$ cat config.mk
export PLATFORM = sky130hd
export DESIGN_NAME = ps2_host_tx
export DESIGN_NICKNAME = d
export VERILOG_FILES = /design/src/rtl/ps2_pkg.sv /design/src/rtl/ps2_sync_edge.sv /design/src/rtl/ps2_host_tx.sv
export SDC_FILE = /design/constraint.sdc
export NUM_CORES = 1
export LEC_CHECK = 0
export ABC_CLOCK_PERIOD_IN_PS = 5000
export BUFFER_PORTS_ARGS = -buffer_cell sky130_fd_sc_hd__buf_4
export CORE_ASPECT_RATIO = 1.1
export CORE_MARGIN = 2
export CORE_UTILIZATION = 50
export CTS_CLUSTER_DIAMETER = 120
export DETAILED_ROUTE_END_ITERATION = 10
export HOLD_SLACK_MARGIN = 0.08
export PLACE_DENSITY_LB_ADDON = 0.3
export SLEW_MARGIN = 20
export SYNTH_ARGS = -nofsm -noshare
export SYNTH_HDL_FRONTEND = slang
export SYNTH_SLANG_ARGS = --single-unit
$ cat constraint.sdc
create_clock -name clk -period 5 [get_ports clk]
set_input_delay 1 -clock clk [delete_from_list [all_inputs] [get_ports clk]]
set_output_delay 1 -clock clk [all_outputs]
set_load 0.1 [all_outputs]
$ cat src/rtl/ps2_pkg.sv
// ---------------------------------------------------------------------------
// ps2_pkg
// Shared definitions for the PS/2 keyboard link (host transmitter and the
// keyboard decoder path):
//   - ps2_state_e : host-to-device transmitter state encoding
//   - CMD_* / RSP_* : common keyboard command and response bytes
//   - BIT_*        : frame positions of the transmitter bit counter
//   - odd_parity() : parity bit that makes a data byte plus parity odd
// ---------------------------------------------------------------------------
package ps2_pkg;

  // Host-to-device transmitter states
  typedef enum logic [2:0] {
    IDLE      = 3'd0,
    INHIBIT   = 3'd1,
    REQ       = 3'd2,
    SHIFT     = 3'd3,
    ACK       = 3'd4,
    WAIT_IDLE = 3'd5
  } ps2_state_e;

  // Keyboard commands sent by the host
  localparam logic [7:0] CMD_SET_LED = 8'hED;
  localparam logic [7:0] CMD_ENABLE  = 8'hF4;
  localparam logic [7:0] CMD_RESET   = 8'hFF;

  // Keyboard acknowledge response
  localparam logic [7:0] RSP_ACK     = 8'hFA;

  // Bit counter value held while waiting for the device clock fall that
  // places the parity bit, the stop bit, and the ACK sample respectively
  localparam logic [3:0] BIT_PARITY  = 4'd8;
  localparam logic [3:0] BIT_STOP    = 4'd9;
  localparam logic [3:0] BIT_ACK     = 4'd10;
  localparam logic [3:0] BIT_DONE    = 4'd11;

  // Odd parity: the returned bit makes the count of ones in {par, data} odd
  function automatic logic odd_parity(input logic [7:0] data);
    return ~^data;
  endfunction

endpackage : ps2_pkg

$ cat src/rtl/ps2_sync_edge.sv
// ---------------------------------------------------------------------------
// ps2_sync_edge
// Two-flop synchronizer for one PS/2 pin followed by a falling-edge detector.
// Shared by the host transmitter and the keyboard decoder path.
//   clk  : system clock
//   rst  : asynchronous active-high reset
//   pin  : raw, asynchronous pin value
//   sync : synchronized pin value (2 flops of latency)
//   fall : high for one cycle when sync goes 1 -> 0
// The flops reset to 1 because an idle PS/2 line is pulled high; this keeps
// reset release from producing a spurious fall.
// fall is a plain AND of two flops so the consumer can register the edge in
// the very next cycle (pin edge to consumer register = 3 clocks).
// ---------------------------------------------------------------------------
module ps2_sync_edge (
  input  logic clk,
  input  logic rst,
  input  logic pin,
  output logic sync,
  output logic fall
);

  logic meta_r;
  logic sync_r;
  logic prev_r;

  // Synchronizer chain plus one cycle of history for edge detection
  always_ff @(posedge clk or posedge rst) begin
    if (rst) begin
      meta_r <= 1'b1;
      sync_r <= 1'b1;
      prev_r <= 1'b1;
    end else begin
      meta_r <= pin;
      sync_r <= meta_r;
      prev_r <= sync_r;
    end
  end

  assign sync = sync_r;
  assign fall = prev_r & ~sync_r;

endmodule : ps2_sync_edge

$ cat src/rtl/ps2_host_tx.sv
// ---------------------------------------------------------------------------
// ps2_host_tx
// Host-to-device PS/2 transmitter. Sends one command byte to the keyboard
// using the request-to-send sequence on the shared open-drain pins.
// Parameters:
//   CLK_HZ         : system clock frequency
//   INHIBIT_CYCLES : clock-low hold before the request (120 us)
//   TIMEOUT_CYCLES : longest allowed gap between device clock falls (20 ms)
// Ports:
//   clk, rst     : system clock, asynchronous active-high reset
//   tx_valid     : command byte on tx_data is valid
//   tx_data      : command byte
//   tx_ready     : high only when idle; byte accepted on tx_valid && tx_ready
//   tx_done      : one-cycle pulse, device acknowledged the byte
//   tx_error     : one-cycle pulse, no ACK or device clock timeout
//   busy         : transfer in progress (decoder should ignore the lines)
//   ps2_clk_in   : raw PS2_CLK pin
//   ps2_data_in  : raw PS2_DATA pin
//   ps2_clk_oe   : 1 = pull PS2_CLK low
//   ps2_data_oe  : 1 = pull PS2_DATA low
// ---------------------------------------------------------------------------
module ps2_host_tx
  import ps2_pkg::*;
#(
  parameter int CLK_HZ         = 100_000_000,
  parameter int INHIBIT_CYCLES = (CLK_HZ / 1_000_000) * 120,
  parameter int TIMEOUT_CYCLES = (CLK_HZ / 1_000) * 20
) (
  input  logic       clk,
  input  logic       rst,
  input  logic       tx_valid,
  input  logic [7:0] tx_data,
  output logic       tx_ready,
  output logic       tx_done,
  output logic       tx_error,
  output logic       busy,
  input  logic       ps2_clk_in,
  input  logic       ps2_data_in,
  output logic       ps2_clk_oe,
  output logic       ps2_data_oe
);

  localparam int INH_W = $clog2(INHIBIT_CYCLES + 1);
  localparam int WD_W  = $clog2(TIMEOUT_CYCLES + 1);

  // Last count of the inhibit hold and of the watchdog before expiry
  localparam logic [INH_W-1:0] INH_LAST = INH_W'(INHIBIT_CYCLES - 1);
  localparam logic [WD_W-1:0]  WD_LAST  = WD_W'(TIMEOUT_CYCLES - 1);

  ps2_state_e       state_r;
  logic [7:0]       byte_r;
  logic             par_r;
  logic [3:0]       bit_cnt_r;
  logic [INH_W-1:0] inhibit_cnt_r;
  logic [WD_W-1:0]  wdog_r;
  logic             ack_ok_r;

  logic clk_sync_s;
  logic clk_fall_s;
  logic data_sync_s;
  logic data_fall_unused_s;
  logic wdog_run_s;
  logic wdog_expire_s;

  ps2_sync_edge u_clk_sync (
    .clk  (clk),
    .rst  (rst),
    .pin  (ps2_clk_in),
    .sync (clk_sync_s),
    .fall (clk_fall_s)
  );

  // The data line is only sampled at levels; its edge output is not needed
  ps2_sync_edge u_data_sync (
    .clk  (clk),
    .rst  (rst),
    .pin  (ps2_data_in),
    .sync (data_sync_s),
    .fall (data_fall_unused_s)
  );

  // Watchdog runs only while the device owns the clock; a fall in the
  // expiry cycle still counts as activity and wins over the timeout
  always_comb begin
    wdog_run_s    = 1'b0;
    wdog_expire_s = 1'b0;
    case (state_r)
      REQ, SHIFT, ACK, WAIT_IDLE: wdog_run_s = 1'b1;
      default:                    wdog_run_s = 1'b0;
    endcase
    if (wdog_run_s && !clk_fall_s && (wdog_r == WD_LAST)) begin
      wdog_expire_s = 1'b1;
    end else begin
      wdog_expire_s = 1'b0;
    end
  end

  // Transmit FSM with registered handshake and pin-drive outputs
  always_ff @(posedge clk or posedge rst) begin
    if (rst) begin
      state_r       <= IDLE;
      byte_r        <= 8'h00;
      par_r         <= 1'b0;
      bit_cnt_r     <= 4'd0;
      inhibit_cnt_r <= '0;
      wdog_r        <= '0;
      ack_ok_r      <= 1'b0;
      tx_ready      <= 1'b1;
      tx_done       <= 1'b0;
      tx_error      <= 1'b0;
      busy          <= 1'b0;
      ps2_clk_oe    <= 1'b0;
      ps2_data_oe   <= 1'b0;
    end else begin
      // Completion pulses last a single cycle unless re-asserted below
      tx_done  <= 1'b0;
      tx_error <= 1'b0;

      if (!wdog_run_s || clk_fall_s) begin
        wdog_r <= '0;
      end else begin
        wdog_r <= wdog_r + WD_W'(1);
      end

      if (wdog_expire_s) begin
        // Device went silent: let go of both lines and report failure
        ps2_clk_oe  <= 1'b0;
        ps2_data_oe <= 1'b0;
        tx_error    <= 1'b1;
        tx_ready    <= 1'b1;
        busy        <= 1'b0;
        state_r     <= IDLE;
      end else begin
        case (state_r)
          IDLE: begin
            if (tx_valid && tx_ready) begin
              byte_r        <= tx_data;
              par_r         <= odd_parity(tx_data);
              bit_cnt_r     <= 4'd0;
              inhibit_cnt_r <= '0;
              ack_ok_r      <= 1'b0;
              tx_ready      <= 1'b0;
              busy          <= 1'b1;
              ps2_clk_oe    <= 1'b1;
              ps2_data_oe   <= 1'b0;
              state_r       <= INHIBIT;
            end
          end

          INHIBIT: begin
            // Clock held low; at the end assert the start bit while the
            // clock is still held so the device sees data low first
            if (inhibit_cnt_r == INH_LAST) begin
              ps2_data_oe <= 1'b1;
              state_r     <= REQ;
            end else begin
              inhibit_cnt_r <= inhibit_cnt_r + INH_W'(1);
            end
          end

          REQ: begin
            // First cycle here releases the clock; the device then starts
            // clocking and its first fall places data bit 0
            ps2_clk_oe <= 1'b0;
            if (clk_fall_s) begin
              ps2_data_oe <= ~byte_r[0];
              bit_cnt_r   <= 4'd1;
              state_r     <= SHIFT;
            end
          end

          SHIFT: begin
            if (clk_fall_s) begin
              bit_cnt_r <= bit_cnt_r + 4'd1;
              if (bit_cnt_r < BIT_PARITY) begin
                ps2_data_oe <= ~byte_r[bit_cnt_r[2:0]];
              end else if (bit_cnt_r == BIT_PARITY) begin
                ps2_data_oe <= ~par_r;
              end else begin
                // Stop bit is a released (high) line
                ps2_data_oe <= 1'b0;
                state_r     <= ACK;
              end
            end
          end

          ACK: begin
            // Device pulls data low across this fall to acknowledge
            if (clk_fall_s) begin
              ack_ok_r  <= ~data_sync_s;
              bit_cnt_r <= BIT_DONE;
              state_r   <= WAIT_IDLE;
            end
          end

          WAIT_IDLE: begin
            if (clk_sync_s && data_sync_s) begin
              tx_done  <= ack_ok_r;
              tx_error <= ~ack_ok_r;
              tx_ready <= 1'b1;
              busy     <= 1'b0;
              state_r  <= IDLE;
            end
          end

          default: begin
            ps2_clk_oe  <= 1'b0;
            ps2_data_oe <= 1'b0;
            tx_ready    <= 1'b1;
            busy        <= 1'b0;
            state_r     <= IDLE;
          end
        endcase
      end
    end
  end

endmodule : ps2_host_tx

==> impl_metrics.json, run 1 <==
{
  "hp-class": "register to register",
  "power_frac_comb": 0.349,
  "status": "finished clean",
  "hold_path.startpoint": "u_data_sync.meta_r",
  "fin_cells": 462,
  "postCtsResizedCells": 0,
  "clkSlewWorstSetupHoldPaths_ns": 0.07,
  "place.gp.congestion": 0.8726,
  "p_sw_mw": 0.7576,
  "avgSynthCellArea_sq_um": 9.401,
  "die_h_microns": 90.05,
  "num_rows": 31,
  "max-vdd-ir-drop_uv": 358.4,
  "muxShareOfSynthArea": 0.01338,
  "cts-buffers-inserted": 9,
  "ios": 19,
  "r2r-end": "state_r[1]",
  "start_kind": "register",
  "nets": 392,
  "drt_wl_total_microns": 6947,
  "final_common_cell": "dfrtp_1",
  "slew_violations": 0,
  "tightest_slew_ns": 0.7798,
  "p_seq_frac": 0.403,
  "regArea_sq_mm": 0.001584,
  "seq_area_frac_synth": 0.4706,
  "dieArea_sq_mm": 0.007404,
  "critical_path.cell_chain": "xor2_1, nand2_1, nor3_2, nor2b_1, a211o_1",
  "viasPerCell": 5.874,
  "r2r_cells": 5,
  "initial_utilization": 0.5135,
  "async_flop_share": 1.000,
  "synth-edff-count": 0,
  "clock_path_buffers": 2,
  "swShare": 0.4026,
  "cp.arrival_ns": 2.87,
  "reg2reg_slack_ns": 2.37,
  "antenna_found_initial": 0,
  "vias": 2714,
  "finalHoldViolCount": 0,
  "drc": 0,
  "relSlewSlack": 0.4802,
  "ant_nets": 0,
  "synth_compound_area_frac": 0.1431,
  "multi_input_area_sq_mm": 0.001673,
  "synth_xor_area_frac": 0.07286,
  "wire_per_inst_microns": 15.04,
  "drive_gt1_frac": 0.1500,
  "grt_pass1_vias": 2682,
  "fill_cells": 550,
  "cts_tree": "yes",
  "synthFlopType": "dfrtp_1",
  "cts-root-buf": "clkbuf_8",
  "cts_sinks": 63,
  "dp_hpwl_microns": 4591,
  "finalPower_mw": 1.882,
  "dp_cells": 446,
  "timing.final.crit_share": 0.5258,
  "maxCapViolCount": 0,
  "worstPathRequired_ns": 5.24,
  "drtIter0Drc": 163,
  "synth_fa_ha_area_frac": 0.01487,
  "yosysUniqueCellTypes": 57,
  "syn-num-nets": 375,
  "rsz0062_at_grt": "no",
  "startpoint": "state_r[1]",
  "critPathMaxFanout": 21,
  "die_x_microns": 82.23,
  "synthCells": 358,
  "insertion_delay_ns": 0.35,
  "grt_max_degree": 64,
  "final_util": 0.5753,
  "core_sq_mm": 0.006555,
  "final_cell_mix": "dfrtp_1, nand2_1, nor2_1",
  "firstDrtPassIters": 4,
  "pwr-share-clk": 0.247,
  "htreeDepth": 3,
  "finalSetupViolCount": 0,
  "grt_usage": 0.2155,
  "cp_slowest_cell": "dfrtp_1",
  "synth-simple-area-share": 0.2513,
  "yosysWarningCount": 0,
  "crit-reg2reg-launch": "state_r[1]",
  "power_leakage_nw": 1.597,
  "min_delay_path_depth": 0,
  "fin_tns_setup_ns": 0,
  "antenna_cells": 0,
  "areaGrowthSynthToFinish_pct": 12.04,
  "finalClockSkew_ns": 0.007346,
  "postCtsHoldBufs": 0,
  "grt-ovfl-total": 0,
  "synthesis.area_sq_mm": 0.003366,
  "portBuffers": 18,
  "power_density_mw_per_mm2": 499.0,
  "max_freq_mhz": 380.3,
  "critPathKind": "register to register",
  "grt_first_pass_wirelength_microns": 12510,
  "timing.hold.ws_ns": 0.3589,
  "crit_path_max_incr_delay_ns": 0.74,
  "end_kind": "register",
  "whs_endpoint": "u_data_sync.sync",
  "min_period_ns": 2.629,
  "cts_setup_buffers": 0,
  "p_int_mw": 1.124,
  "synth_top_family_by_area": "simple AND/OR/NAND/NOR gates",
  "yosys_register_bits": 63
}
[cell type report]
cell class,instances,share of cell area
clock inverters,3,0.01062
well taps,82,0.02721
flip-flops and latches,63,0.4200
clock buffers,13,0.04479
inverters,14,0.01393
multi-input cells,267,0.4436
repair buffers,20,0.03981
[worst max-delay path by stage]
stage	slack [ns]	to
2_1_floorplan	2.44	ack_ok_r
3_3_place_gp	2.01	state_r[1]
3_5_place_dp	2.37	state_r[1]
4_1_cts	2.37	state_r[1]
5_1_grt	2.07	state_r[1]
6_report	2.37	state_r[1]
[power groups by stage]
stage          Combinational (mW)  Sequential [mW]  Clock (mW)
2_1_floorplan               0.462            0.816           0
3_3_place_gp                0.645            0.762           0
3_5_place_dp                0.656            0.765           0
4_1_cts                     0.658            0.758       0.477
5_1_grt                     0.726            0.783       0.499
6_report                    0.657            0.759       0.466
[cells in the mapped netlist, drive strengths merged, types with 7 or more instances]
library cell / count / area [sq um]
o21ai: 14 / 70.07
nor3: 11 / 55.05
nor4: 7 / 58.81
nand3: 16 / 80.08
nand2: 51 / 191.4
xnor2: 19 / 166.4
or4: 7 / 52.55
dfrtp: 57 / 1426
clkbuf: 9 / 35.03
xor2: 9 / 78.83
a21oi: 18 / 90.09
nand4: 8 / 50.05
and3: 8 / 50.05
nor2: 30 / 112.6
inv: 14 / 52.55
[cell families after synthesis]
logic type	after synthesis
AOI/OAI and AO/OA	69
xor gates and xnor gates	28
adders and majority gates	4
buffers and inverters	28
DFF	63
muxes	2
and+or+nand+nor	164
[registers in the layout, indices dropped and copies added, names as in the netlist]
signal / count
ack_ok_r: 1
busy: 1
u_clk_sync.meta_r: 1
tx_error: 1
state_r: 3
u_clk_sync.sync: 1
tx_ready: 1
ps2_clk_oe: 1
u_clk_sync.prev_r: 1
u_data_sync.meta_r: 1
byte_r: 8
tx_done: 1
wdog_r: 21
par_r: 1
u_data_sync.sync: 1
inhibit_cnt_r: 14
ps2_data_oe: 1
bit_cnt_r: 4
[metal layers]
| metal | track usage | vias to the layer above | routed length (microns) |
|---|---|---|---|
| met5 | 0 | - | 0 |
| met4 | 0.08333 | 0 | 139 |
| met3 | 0.05522 | 13 | 267 |
| met2 | 0.3212 | 51 | 3354 |
| met1 | 0.2982 | 1325 | 3185 |
| li1 | - | 1325 | - |
[critical path: cells and delay by family, from the launching register on]
family / cells / cell delay (ns)
XOR/XNOR: 1 / 0.22
AND/OR/NAND/NOR: 3 / 1.24
flip-flops: 1 / 0.74
AO/OA/AOI/OAI: 1 / 0.31
[through the flow]
stage | setup slack [ns] | area [sq um]
final | 2.371 | 3771
after floorplan | 2.440 | 3366
after CTS | 2.367 | 3771
after global placement | 2.009 | 3557
after detailed placement | 2.370 | 3562
after global routing | 2.070 | 3771
Note: power is estimated with default switching activity, not from simulation.
==> run 2: changes to the inputs <==
Settings changed: ABC_CLOCK_PERIOD_IN_PS 5000 to 2150.
Clock period 5 ns to 2.15 ns, I/O delays scaled along.
==> impl_metrics.json, run 2 (synthesis results as in run 1) <==
{
  "ant_nets": 0,
  "viasPerCell": 5.820,
  "max-vdd-ir-drop_uv": 926.4,
  "antenna_found_initial": 0,
  "drc": 0,
  "maxCapViolCount": 0,
  "num_rows": 31,
  "clkSlewWorstSetupHoldPaths_ns": 0.08,
  "tightest_slew_ns": 0.5452,
  "crit_path_max_incr_delay_ns": 0.55,
  "cp_slowest_cell": "or4b_4",
  "dp_cells": 464,
  "vias": 2811,
  "biggestRegsByFlops": "wdog_r (21), inhibit_cnt_r (14), byte_r (8)",
  "start_kind": "register",
  "reg2reg_slack_ns": 0.07,
  "drive_gt1_frac": 0.2145,
  "largest_register_ffs": 21,
  "cp.arrival_ns": 2.30,
  "ios": 19,
  "place.gp.congestion": 0.8967,
  "drtIter0Drc": 116,
  "grt_pass1_vias": 2786,
  "grt_max_degree": 34,
  "setup_slack_ns": 0.06659,
  "die_h_microns": 90.05,
  "fill_cells": 546,
  "rsz0062_at_grt": "yes",
  "portBuffers": 18,
  "regMostFlops": "wdog_r",
  "final_common_cell": "dfrtp_1",
  "drt_wl_total_microns": 7237,
  "power_density_mw_per_mm2": 1201,
  "antenna_cells": 0,
  "hp-class": "primary input to asynchronous set/reset pin",
  "final_cell_mix": "dfrtp_1, nand2_1, buf_4",
  "grt_first_pass_wirelength_microns": 12430,
  "initial_utilization": 0.5135,
  "cts_sinks": 63,
  "nets": 413,
  "relSlewSlack": 0.6360,
  "areaGrowthSynthToFinish_pct": 19.59,
  "cts_tree": "yes",
  "final_util": 0.6140,
  "regArea_sq_mm": 0.001590,
  "htreeDepth": 3,
  "grt_usage": 0.2119,
  "status": "finished clean",
  "finalClockSkew_ns": 0.01321,
  "dieArea_sq_mm": 0.007404,
  "firstDrtPassIters": 5,
  "multi_input_area_sq_mm": 0.001700,
  "fin_cells": 483,
  "timing.final.crit_share": 0.9690,
  "wire_per_inst_microns": 14.98,
  "finalHoldViolCount": 0,
  "critPathKind": "register to register",
  "dp_hpwl_microns": 5075,
  "postCtsHoldBufs": 0,
  "cts-buffers-inserted": 9,
  "finalSetupViolCount": 0,
  "die_x_microns": 82.23,
  "core_sq_mm": 0.006555,
  "max_freq_mhz": 480.0,
  "slew_violations": 0,
  "min_period_ns": 2.083,
  "dp_slack_ns": 0.05334,
  "power_leakage_nw": 1.728,
  "insertion_delay_ns": 0.34,
  "critical_path.cell_chain": "or4b_4, nor4_4, buf_4, nor3_4, or3_1, a211o_1",
  "cts-root-buf": "clkbuf_8",
  "end_kind": "register",
  "critPathMaxFanout": 8,
  "worstPathRequired_ns": 2.37,
  "grt-ovfl-total": 0,
  "clock_path_buffers": 2
}
-- run 2: worst max-delay path: cells and delay by family, from the launching register on --
family / cells / cell delay (ns)
AOI/OAI and AO/OA: 1 / 0.26
buffers and inverters: 1 / 0.18
and+or+nand+nor: 4 / 1.13
DFF: 1 / 0.40
-- run 2: per-layer routing --
layer | vias up | part of all wire | GRT usage
li1 | 1363 | - | -
met1 | 1389 | 0.46 | 0.2826
met5 | - | 0 | 0
met4 | 0 | 0.014 | 0.08333
met3 | 11 | 0.027 | 0.03815
met2 | 48 | 0.50 | 0.3367
-- run 2: layout make-up --
cell class | count | share of cell area
well taps | 82 | 0.02549
repair buffers | 41 | 0.08051
clock buffers | 11 | 0.03761
multi-input cells | 267 | 0.4224
inverters | 14 | 0.01306
clock inverters | 5 | 0.02580
flip-flops and latches | 63 | 0.3951
-- run 2: per-stage QoR --
step / setup TNS, ns / hold WS [ns] / area (sq um) / total power, mW
2_1_floorplan: 0 / 0.3452 / 3369 / 2.978
6_report: 0 / 0.1325 / 4025 / 4.836
5_1_grt: -0.01197 / 0.1723 / 4025 / 5.112
4_1_cts: 0 / 0.1467 / 3964 / 4.785
3_5_place_dp: 0 / 0.3478 / 3709 / 3.477
3_3_place_gp: 0 / 0.3461 / 3709 / 3.431
-- run 2: what timing repair did --
item                       in CTS  in global routing
resized for setup               0                 11
buffers inserted                0                  3
hold endpoints to repair        0                  0
setup endpoints to repair       0                  5
-- run 2: power by group --
part / switching, mW / leakage, nW / internal (mW)
Clock: 0.474 / 0.130 / 0.834
Combinational: 1.12 / 0.775 / 0.712
Sequential: 0.251 / 0.824 / 1.44
-- run 2: path summary, 6_finish.rpt --
| path | from | to | cells past startpoint |
|---|---|---|---|
| max | inhibit_cnt_r[12] | state_r[1] | 6 |
| min | rst | wdog_r[18] | 2 |
| max reg2reg | inhibit_cnt_r[12] | state_r[1] | 6 |
| min reg2reg | u_data_sync.meta_r | u_data_sync.sync | 0 |
| max in group asynchronous | rst | u_clk_sync.sync | 3 |
| min in group clk | ps2_data_in | u_data_sync.meta_r | 1 |
==> run 3: changes to the inputs <==
Settings changed: CORE_UTILIZATION 50 to 55.
==> impl_metrics.json, run 3 (synthesis results as in run 1) <==
{
  "status": "finished clean",
  "drc": 0,
  "power_leakage_nw": 1.689,
  "place.gp.congestion": 0.9462,
  "cts_tree": "yes",
  "multi_input_area_sq_mm": 0.001693,
  "cp.arrival_ns": 2.26,
  "start_kind": "register",
  "grt_max_degree": 37,
  "cts-root-buf": "clkbuf_8",
  "grt-ovfl-total": 0,
  "num_rows": 29,
  "fill_cells": 483,
  "regMostFlops": "wdog_r",
  "ios": 19,
  "ant_nets": 0,
  "relSlewSlack": 0.6689,
  "worstPathRequired_ns": 2.34,
  "dieArea_sq_mm": 0.006762,
  "power_density_mw_per_mm2": 1152,
  "initial_utilization": 0.5761,
  "end_kind": "register",
  "core_sq_mm": 0.005842,
  "final_cell_mix": "dfrtp_1, nand2_1, buf_4",
  "regArea_sq_mm": 0.001589,
  "hp-class": "primary input to asynchronous set/reset pin",
  "grt_pass1_vias": 2764,
  "rsz0062_at_grt": "yes",
  "biggestRegsByFlops": "wdog_r (21), inhibit_cnt_r (14), byte_r (8)",
  "final_common_cell": "dfrtp_1",
  "largest_register_ffs": 21,
  "max-vdd-ir-drop_uv": 996.7,
  "antenna_cells": 0,
  "viasPerCell": 5.861,
  "min_period_ns": 2.076,
  "timing.final.crit_share": 0.9656,
  "cts_sinks": 63,
  "drtIter0Drc": 163,
  "tightest_slew_ns": 0.4842,
  "cts-buffers-inserted": 9,
  "htreeDepth": 3,
  "portBuffers": 18,
  "die_h_microns": 86.05,
  "timing.hold.ws_ns": 0.1585,
  "areaGrowthSynthToFinish_pct": 16.58,
  "wire_per_inst_microns": 15.32,
  "die_x_microns": 78.59,
  "max_freq_mhz": 481.7,
  "clock_path_buffers": 2,
  "slew_violations": 0,
  "grt_usage": 0.2315,
  "finalClockSkew_ns": 0.009431,
  "critPathKind": "register to register",
  "grt_first_pass_wirelength_microns": 12390,
  "maxCapViolCount": 0,
  "finalHoldViolCount": 0,
  "vias": 2784,
  "dp_hpwl_microns": 4935,
  "drive_gt1_frac": 0.1985,
  "nets": 410,
  "insertion_delay_ns": 0.33,
  "clkSlewWorstSetupHoldPaths_ns": 0.07,
  "finalSetupViolCount": 0,
  "antenna_found_initial": 0,
  "drt_wl_total_microns": 7275,
  "critPathMaxFanout": 8,
  "finalPower_mw": 4.522,
  "firstDrtPassIters": 5
}
run 3: area by class of cell:
type / count / area share
repair buffers: 38 / 0.07589
inverters: 14 / 0.01339
multi-input cells: 267 / 0.4314
clock inverters: 2 / 0.003189
well taps: 77 / 0.02455
clock buffers: 14 / 0.04656
flip-flops and latches: 63 / 0.4050
run 3: path summary, 6_finish.rpt:
check,depth (start not counted),endpoint,slack [ns],from
max,5,bit_cnt_r[2],0.07,inhibit_cnt_r[8]
min,3,inhibit_cnt_r[7],0.16,rst
max reg2reg,5,bit_cnt_r[2],0.07,inhibit_cnt_r[8]
min reg2reg,0,u_data_sync.sync,0.35,u_data_sync.meta_r
max in group asynchronous,3,u_data_sync.meta_r,1.59,rst
min in group clk,1,u_clk_sync.meta_r,0.20,ps2_clk_in
run 3: critical path: stages (launching register included):
cell	delay (ns)
dfrtp_1	0.41
or4b_4	0.54
nor4_4	0.34
nor3_4	0.10
o41ai_1	0.40
o211ai_1	0.15
run 3: per-layer routing:
layer	global-route usage	routed length, microns	vias to the layer above
li1	-	-	1360
met3	0.04842	283	11
met2	0.3893	3588	72
met1	0.2967	3315	1341
met4	0.08293	88	0
met5	0	0	-
run 3: power breakdown:
group | internal [mW] | switching, mW
registers | 1.44 | 0.264
logic | 0.706 | 1.12
clock network | 0.544 | 0.450
run 3: what timing repair did:
action	CTS	global route
resized for setup	0	6
buffers inserted	0	4
setup endpoints to repair	0	5
hold endpoints to repair	0	0
hold buffers	0	0
run 3: through the flow:
stage	setup TNS [ns]	cell area, sq um	setup WS [ns]	cells	utilization
floorplan	0	3369	0.09673	358	-
global placement	0	3672	0.1195	455	0.6286
detailed placement	0	3672	0.02176	455	0.6286
CTS	0	3867	0.02580	471	0.6620
global route	-0.006759	3924	-0.006759	475	0.6717
finish	0	3924	0.07398	475	0.6717
